`src/rtl/wide_add_sequencer_pkg.sv`:
```
// Shared definitions for the word-serial wide adder.
//   WORD_W          : width of one operand word, i.e. the width of the adder slice
//   DEFAULT_NWORDS  : default number of words per operand
//   state_t / ST_*  : FSM state encoding (IDLE -> RUN -> DONE -> IDLE)
package wide_add_sequencer_pkg;

    localparam int WORD_W         = 32;
    localparam int DEFAULT_NWORDS = 4;

    typedef logic [1:0] state_t;

    localparam state_t ST_IDLE = 2'd0;
    localparam state_t ST_RUN  = 2'd1;
    localparam state_t ST_DONE = 2'd2;

endpackage

```
`src/rtl/wide_add_sequencer_cla32.sv`:
```
// 32-bit carry-lookahead adder using a recursive-doubling (Kogge-Stone)
// prefix network over generate/propagate pairs.
//   A, B  : 32-bit addends
//   Cin   : carry into bit 0
//   Sum   : A + B + Cin, low 32 bits
//   Carry : carry out of bit 31
module wide_add_sequencer_cla32 (
    input  logic [31:0] A,
    input  logic [31:0] B,
    input  logic        Cin,
    output logic [31:0] Sum,
    output logic        Carry
);

    logic [31:0] p;
    logic [31:0] g;
    logic [31:0] gp;
    logic [31:0] pp;
    logic [31:0] gn;
    logic [31:0] pn;

    always_comb begin
        p  = A ^ B;
        g  = A & B;
        // Folding Cin into bit 0's generate makes gp[i] the carry out of bit i
        // once the prefix network has run.
        gp    = g;
        gp[0] = g[0] | (p[0] & Cin);
        pp    = p;
        gn    = gp;
        pn    = pp;
        for (int d = 1; d < 32; d = d * 2) begin
            for (int i = 0; i < 32; i++) begin
                if (i >= d) begin
                    gn[i] = gp[i] | (pp[i] & gp[i-d]);
                    pn[i] = pp[i] & pp[i-d];
                end else begin
                    gn[i] = gp[i];
                    pn[i] = pp[i];
                end
            end
            gp = gn;
            pp = pn;
        end
        Sum   = p ^ {gp[30:0], Cin};
        Carry = gp[31];
    end

endmodule

```
`src/rtl/wide_add_sequencer.sv`:
```
// Word-serial wide adder: adds two W = 32*NWORDS bit operands one 32-bit
// word per clock through a single shared CLA, least significant word first.
//   clk, rst            : clock, synchronous active-high reset
//   in_valid / in_ready : operand handshake (a, b, cin captured in IDLE)
//   out_valid/out_ready : result handshake (sum, cout, ovf held in DONE)
//   sum, cout, ovf      : a+b+cin mod 2^W, carry out, signed overflow
//   fsm_state           : current FSM state, for observation only
//
// Handshake: a transfer happens on a rising edge where valid and ready are
// both 1. in_ready is 1 only in IDLE; out_valid is 1 only in DONE, where the
// result stays constant until out_ready is seen. Inputs are ignored while
// not in IDLE.
module wide_add_sequencer
    import wide_add_sequencer_pkg::*;
#(
    parameter int NWORDS = DEFAULT_NWORDS
) (
    input  logic                     clk,
    input  logic                     rst,
    input  logic                     in_valid,
    output logic                     in_ready,
    input  logic [WORD_W*NWORDS-1:0] a,
    input  logic [WORD_W*NWORDS-1:0] b,
    input  logic                     cin,
    output logic                     out_valid,
    input  logic                     out_ready,
    output logic [WORD_W*NWORDS-1:0] sum,
    output logic                     cout,
    output logic                     ovf,
    output state_t                   fsm_state
);

    localparam int W     = WORD_W * NWORDS;
    localparam int IDX_W = (NWORDS > 1) ? $clog2(NWORDS) : 1;
    localparam logic [IDX_W-1:0] LAST_IDX = IDX_W'(NWORDS - 1);

    state_t             state;
    logic [IDX_W-1:0]   idx;
    logic [W-1:0]       a_q;
    logic [W-1:0]       b_q;
    logic               carry_q;
    logic [W-1:0]       sum_q;
    logic               cout_q;
    logic               ovf_q;

    logic [WORD_W-1:0]  a_word;
    logic [WORD_W-1:0]  b_word;
    logic [WORD_W-1:0]  cla_sum;
    logic               cla_carry;

    assign a_word = a_q[WORD_W*int'(idx) +: WORD_W];
    assign b_word = b_q[WORD_W*int'(idx) +: WORD_W];

    wide_add_sequencer_cla32 cla32 (
        .A     (a_word),
        .B     (b_word),
        .Cin   (carry_q),
        .Sum   (cla_sum),
        .Carry (cla_carry)
    );

    always_ff @(posedge clk) begin
        if (rst) begin
            state   <= ST_IDLE;
            idx     <= '0;
            a_q     <= '0;
            b_q     <= '0;
            carry_q <= 1'b0;
            sum_q   <= '0;
            cout_q  <= 1'b0;
            ovf_q   <= 1'b0;
        end else begin
            case (state)
                ST_IDLE: begin
                    if (in_valid) begin
                        a_q     <= a;
                        b_q     <= b;
                        carry_q <= cin;
                        idx     <= '0;
                        // Start each operation from a clean partial result.
                        sum_q   <= '0;
                        cout_q  <= 1'b0;
                        ovf_q   <= 1'b0;
                        state   <= ST_RUN;
                    end
                end
                ST_RUN: begin
                    sum_q[WORD_W*int'(idx) +: WORD_W] <= cla_sum;
                    carry_q <= cla_carry;
                    if (idx == LAST_IDX) begin
                        cout_q <= cla_carry;
                        // The top word's sum MSB is the result sign bit.
                        ovf_q  <= (a_q[W-1] == b_q[W-1]) &&
                                  (cla_sum[WORD_W-1] != a_q[W-1]);
                        state  <= ST_DONE;
                    end else begin
                        idx <= idx + IDX_W'(1);
                    end
                end
                ST_DONE: begin
                    if (out_ready) begin
                        state <= ST_IDLE;
                    end
                end
                default: begin
                    state <= ST_IDLE;
                end
            endcase
        end
    end

    assign in_ready  = (state == ST_IDLE);
    assign out_valid = (state == ST_DONE);
    assign sum       = sum_q;
    assign cout      = cout_q;
    assign ovf       = ovf_q;
    assign fsm_state = state;

endmodule
```
`config.mk`:
```
export PLATFORM = sky130hd
export DESIGN_NAME = wide_add_sequencer
export DESIGN_NICKNAME = d
export VERILOG_FILES = /design/src/rtl/wide_add_sequencer_pkg.sv /design/src/rtl/wide_add_sequencer_cla32.sv /design/src/rtl/wide_add_sequencer.sv
export SDC_FILE = /design/constraint.sdc
export NUM_CORES = 1
export LEC_CHECK = 0
export CORE_UTILIZATION = 40
export CTS_BUF_LIST = sky130_fd_sc_hd__clkbuf_16
export CTS_CLUSTER_DIAMETER = 200
export DETAILED_ROUTE_END_ITERATION = 10
export DONT_BUFFER_PORTS = 1
export GPL_TIMING_DRIVEN = 0
export PLACE_DENSITY = 0.55
export RECOVER_POWER = 50
export SLEW_MARGIN = 20
export SYNTH_ARGS = -nofsm -noshare
export SYNTH_HDL_FRONTEND = slang
export SYNTH_SLANG_ARGS = --single-unit
export TNS_END_PERCENT = 5
```
`constraint.sdc`:
```
create_clock -name clk -period 7.8 [get_ports clk]
set_input_delay 2.34 -clock clk [delete_from_list [all_inputs] [get_ports clk]]
set_output_delay 2.34 -clock clk [all_outputs]
set_load 0.05 [all_outputs]
```
==> results list <==
- TritonCTS built the clock tree.
- Worst min-delay path category: reg -> reg
* Count of flip-flops with a built-in enable after synthesis: 0
- Row Count: 74
- Post-layout nets: 2282
* Wire length of the first global-routing pass: slightly below 90000 um
- The startpoint identified for the worst register-to-register timing path is idx[0]$_SDFFE_PP0P_.
- Summed over all failing endpoints, the final setup total negative slack is 0 ps.
- Gpl congestion: between 0.9 and 1
- Hold_buf cts: 0
* Areal power density over the cells: 253 nW/um^2
- The final number of hold-violating endpoints was 0.
* Tcrit/Tclk final: 65.0%
- After synthesis, the mean cell area works out to roughly 8.6 um^2.
- For this block, the initial DRC count from the detailed router was between 900 and 1000.
* Drt via density: approximately 5.7
- The checks that failed: design-rule violations.
- The later pin in the worst-skew pair is clocked with a latency of just under 600 ps.
- Starting density of the core: ~41%
- Port buffering added 0 buffers.
* Total vias in the final route: 14579
- For this run, the detailed router's first-pass iteration total came to 11.
- Async SR Flop Fraction: 0%
* Area added between synthesis and finish: 12.3%
- After synthesis the netlist holds a flip-flop and latch count of 391.
- Final Setup Violations: 0
* Fraction of the yosys area taken by sequential cells: between 40% and 50%
- The worst hold path begins at b_q[68]$_SDFFE_PP0P_.
- The total area inside the core boundary comes to about 41000 um^2.
- DRC violations left: 46
* Outcome: finished with violations
* Global-route usage over all layers: between 20% and 30%
* Max Transition Viols Final: 0
- The via count of the first global-routing pass was 13962.
* H-tree depth: 2
* Share of layout cells above drive strength 1: between 7 and 8%
- Die span in x: 207 um
* Hold Crit Endpoint: b_q[68]$_SDFFE_PP0P_
- Counting cells, the worst reg-to-reg path comes to 13.
- The share of total power dissipated in sequential elements is around 45%.
* Worst relative slew slack: between 30% and 40%
* Critical Path Start Type: flop
- Internal Dissipation: 3.42 mW
- For the pin with the worst max-slew slack, the measured transition is 1020 ps.
- For this run the aggregate overflow at the end of global routing stands at 0.
* Category of the critical setup timing path: reg -> reg
- Between clock sinks in the finished design, the worst skew comes to 14.7 ps.
* Top-Level Pins: between 300 and 400
* Commonest cells after routing, fill and taps aside: sky130_fd_sc_hd__nand2_1 (570), sky130_fd_sc_hd__dfxtp_1 (391), sky130_fd_sc_hd__a21oi_1 (318)
- Count of different cell masters after synthesis: 67
- After clock tree synthesis, the clock-pin slew on the worst setup and hold paths is ~60 ps.
- Peak supply drop: around 0.14 mV
- Inserted Clock Buffers: 44
- Combinational logic is responsible for 12.8% of the overall power.
- Number of antenna violations at the first check in global routing: 17
* Data arrival time of the critical path: between 5000 and 6000 ps
- In this run the cell area of the synthesized design comes to 16800 um^2.
- Synthesis produced a netlist whose cell count is roughly 1900.
* Dominant synthesized flop cell: sky130_fd_sc_hd__dfxtp_1
- In this run the worst path has a maximum fanout of 10.
- Clock power share: 41.8%
- Cell Count Post-Placement: 2470
* RSZ-0062 raised after global routing: false
- Switching share of power: roughly 28%
* Post-layout minimum cycle time: between 5000 and 6000 ps
- Sum of net half-perimeters after detailed placement: approximately 48000 um
- In this run the static leakage power is around 6.9 nW.
- The endpoint identified for the worst register-to-register timing path is sum[94]$_SDFFE_PP0P_.
- Root Buffer Master: sky130_fd_sc_hd__clkbuf_16
- Number of sinks driven by the clock tree: about 400
* WL/cell: approximately 24 um
- Hold Path Stages: 2
* Number of gates resized after CTS: 0
* Fillers: around 4200
- Net load switching power: approximately 1.3 mW
* Finished Layout Cells: ~2600
- The design draws 4.77 mW.
- Height of the die: 207 um
- The clock passes through at most 3 buffers.
- Pin count of the biggest net entering global routing: 14
- STA puts the critical path data required time at between 8000 and 9000 ps.
- Flop-to-flop setup slack: approximately 2700 ps
- Post-CTS Setup Bufs: 0
* Total wire length: between 60000 and 70000 um
- The count of nets left with antenna violations once routing finished came out at 0.
- The die covers around 43000 um^2.
- The worst setup path is captured at a flop.
- Based on the critical path, the design can be clocked at up to 197 MHz.
- Net Count, Synth: about 2200
* Most common library cell in the layout ignoring fill and taps: sky130_fd_sc_hd__nand2_1
- Max-cap violations: 0
- For this run, the number of Yosys warnings is 0.
## power groups by stage
stage,logic (mW),clock network [mW],registers [mW]
6_report,0.610,1.99,2.17
5_1_grt,0.666,2.10,2.18
4_1_cts,0.608,2.02,2.17
3_5_place_dp,0.605,0,2.21
3_3_place_gp,0.597,0,2.21
2_1_floorplan,0.411,0,2.19
## routing by layer
metal | part of all wire [%] | routed length (um) | track usage [%]
met3 | 9.5 | 5810 | 8.74
met2 | 47 | 28700 | 46.5
met1 | 40 | 24500 | 33.7
met5 | 0.19 | 118 | 0
met4 | 2.9 | 1780 | 9.56
## registers in the layout, indices dropped and copies added, names as in the netlist
signal,count
a_q,128
b_q,128
sum,128
fsm_state,2
idx,2
carry_q,1
cout,1
ovf,1
## area by class of cell
type / instances / area, um^2 / area share [%]
inverters: 14 / 52.6 / 0.279
flip-flops and latches: 391 / 7830 / 41.6
well taps: 532 / 666 / 3.54
clock buffers: 45 / 1130 / 5.98
diodes: 11 / 27.5 / 0.146
clock inverters: 35 / 239 / 1.27
multi-input cells: 1386 / 8320 / 44.2
plain buffers: 147 / 561 / 2.98
## critical path, cell delays in order, from the launching register on
cell and delay [ps]:
sky130_fd_sc_hd__dfxtp_1 350, sky130_fd_sc_hd__clkbuf_1 420, sky130_fd_sc_hd__buf_2 480, sky130_fd_sc_hd__buf_1 810, sky130_fd_sc_hd__mux4_2 660, sky130_fd_sc_hd__ha_1 300, sky130_fd_sc_hd__clkbuf_1 370, sky130_fd_sc_hd__a21oi_1 170
sky130_fd_sc_hd__o21ai_0 380, sky130_fd_sc_hd__nor3_1 100, sky130_fd_sc_hd__a21oi_1 150, sky130_fd_sc_hd__o211ai_1 120, sky130_fd_sc_hd__a311oi_2 450, sky130_fd_sc_hd__a22o_1 220
## Yosys cell counts (all sizes together), types with 5 or more instances
cell    number  area share, %
a21o        10           0.46
a21oi      318            9.5
a22o        28            1.5
a22oi       58            2.6
a32o        13           0.78
a32oi        9           0.47
and2         9           0.34
and3         6           0.22
buf         16           0.41
clkbuf     131            2.9
dfxtp      391             47
ha          35            2.6
inv         14           0.31
mux4        64            8.6
nand2      570             13
nand3       26           0.78
nand4       11           0.41
nor2        87            2.0
nor2b        5           0.19
nor3        11           0.36
o21ai       31           0.93
o21ba        5           0.30
o21bai       5           0.31
or3         12           0.45
xnor2       10           0.52
xor2         8           0.46
## through the flow
stage	cell area [um^2]	util [%]	setup slack [ps]	hold slack (ps)
after floorplan	16800	-	3870	433
after global placement	17400	42.4	2760	439
after detailed placement	17400	42.4	2710	445
after CTS	18800	45.7	2680	453
after global routing	18800	45.7	2300	463
final	18800	45.8	2730	454
## worst max-delay path by stage
stage / from / endpoint / slack [ps] / cells past startpoint
2_1_floorplan: idx[0]$_SDFFE_PP0P_ / sum[62]$_SDFFE_PP0P_ / 3870 / 12
3_3_place_gp: idx[0]$_SDFFE_PP0P_ / sum[62]$_SDFFE_PP0P_ / 2760 / 13
3_5_place_dp: idx[0]$_SDFFE_PP0P_ / sum[94]$_SDFFE_PP0P_ / 2710 / 13
4_1_cts: idx[0]$_SDFFE_PP0P_ / sum[94]$_SDFFE_PP0P_ / 2680 / 13
5_1_grt: idx[0]$_SDFFE_PP0P_ / sum[62]$_SDFFE_PP0P_ / 2300 / 13
6_report: idx[0]$_SDFFE_PP0P_ / sum[94]$_SDFFE_PP0P_ / 2730 / 13
## cells by family after synthesis
logic type	share of synthesized area, %
adder cells (fa/ha/maj)	2.85
buffers and inverters	3.66
multiplexers	8.66
AND/OR/NAND/NOR	18.0
flip-flops	46.7
XOR/XNOR	0.986
AO/OA/AOI/OAI	19.1
Power figures use the tool's default switching activity.
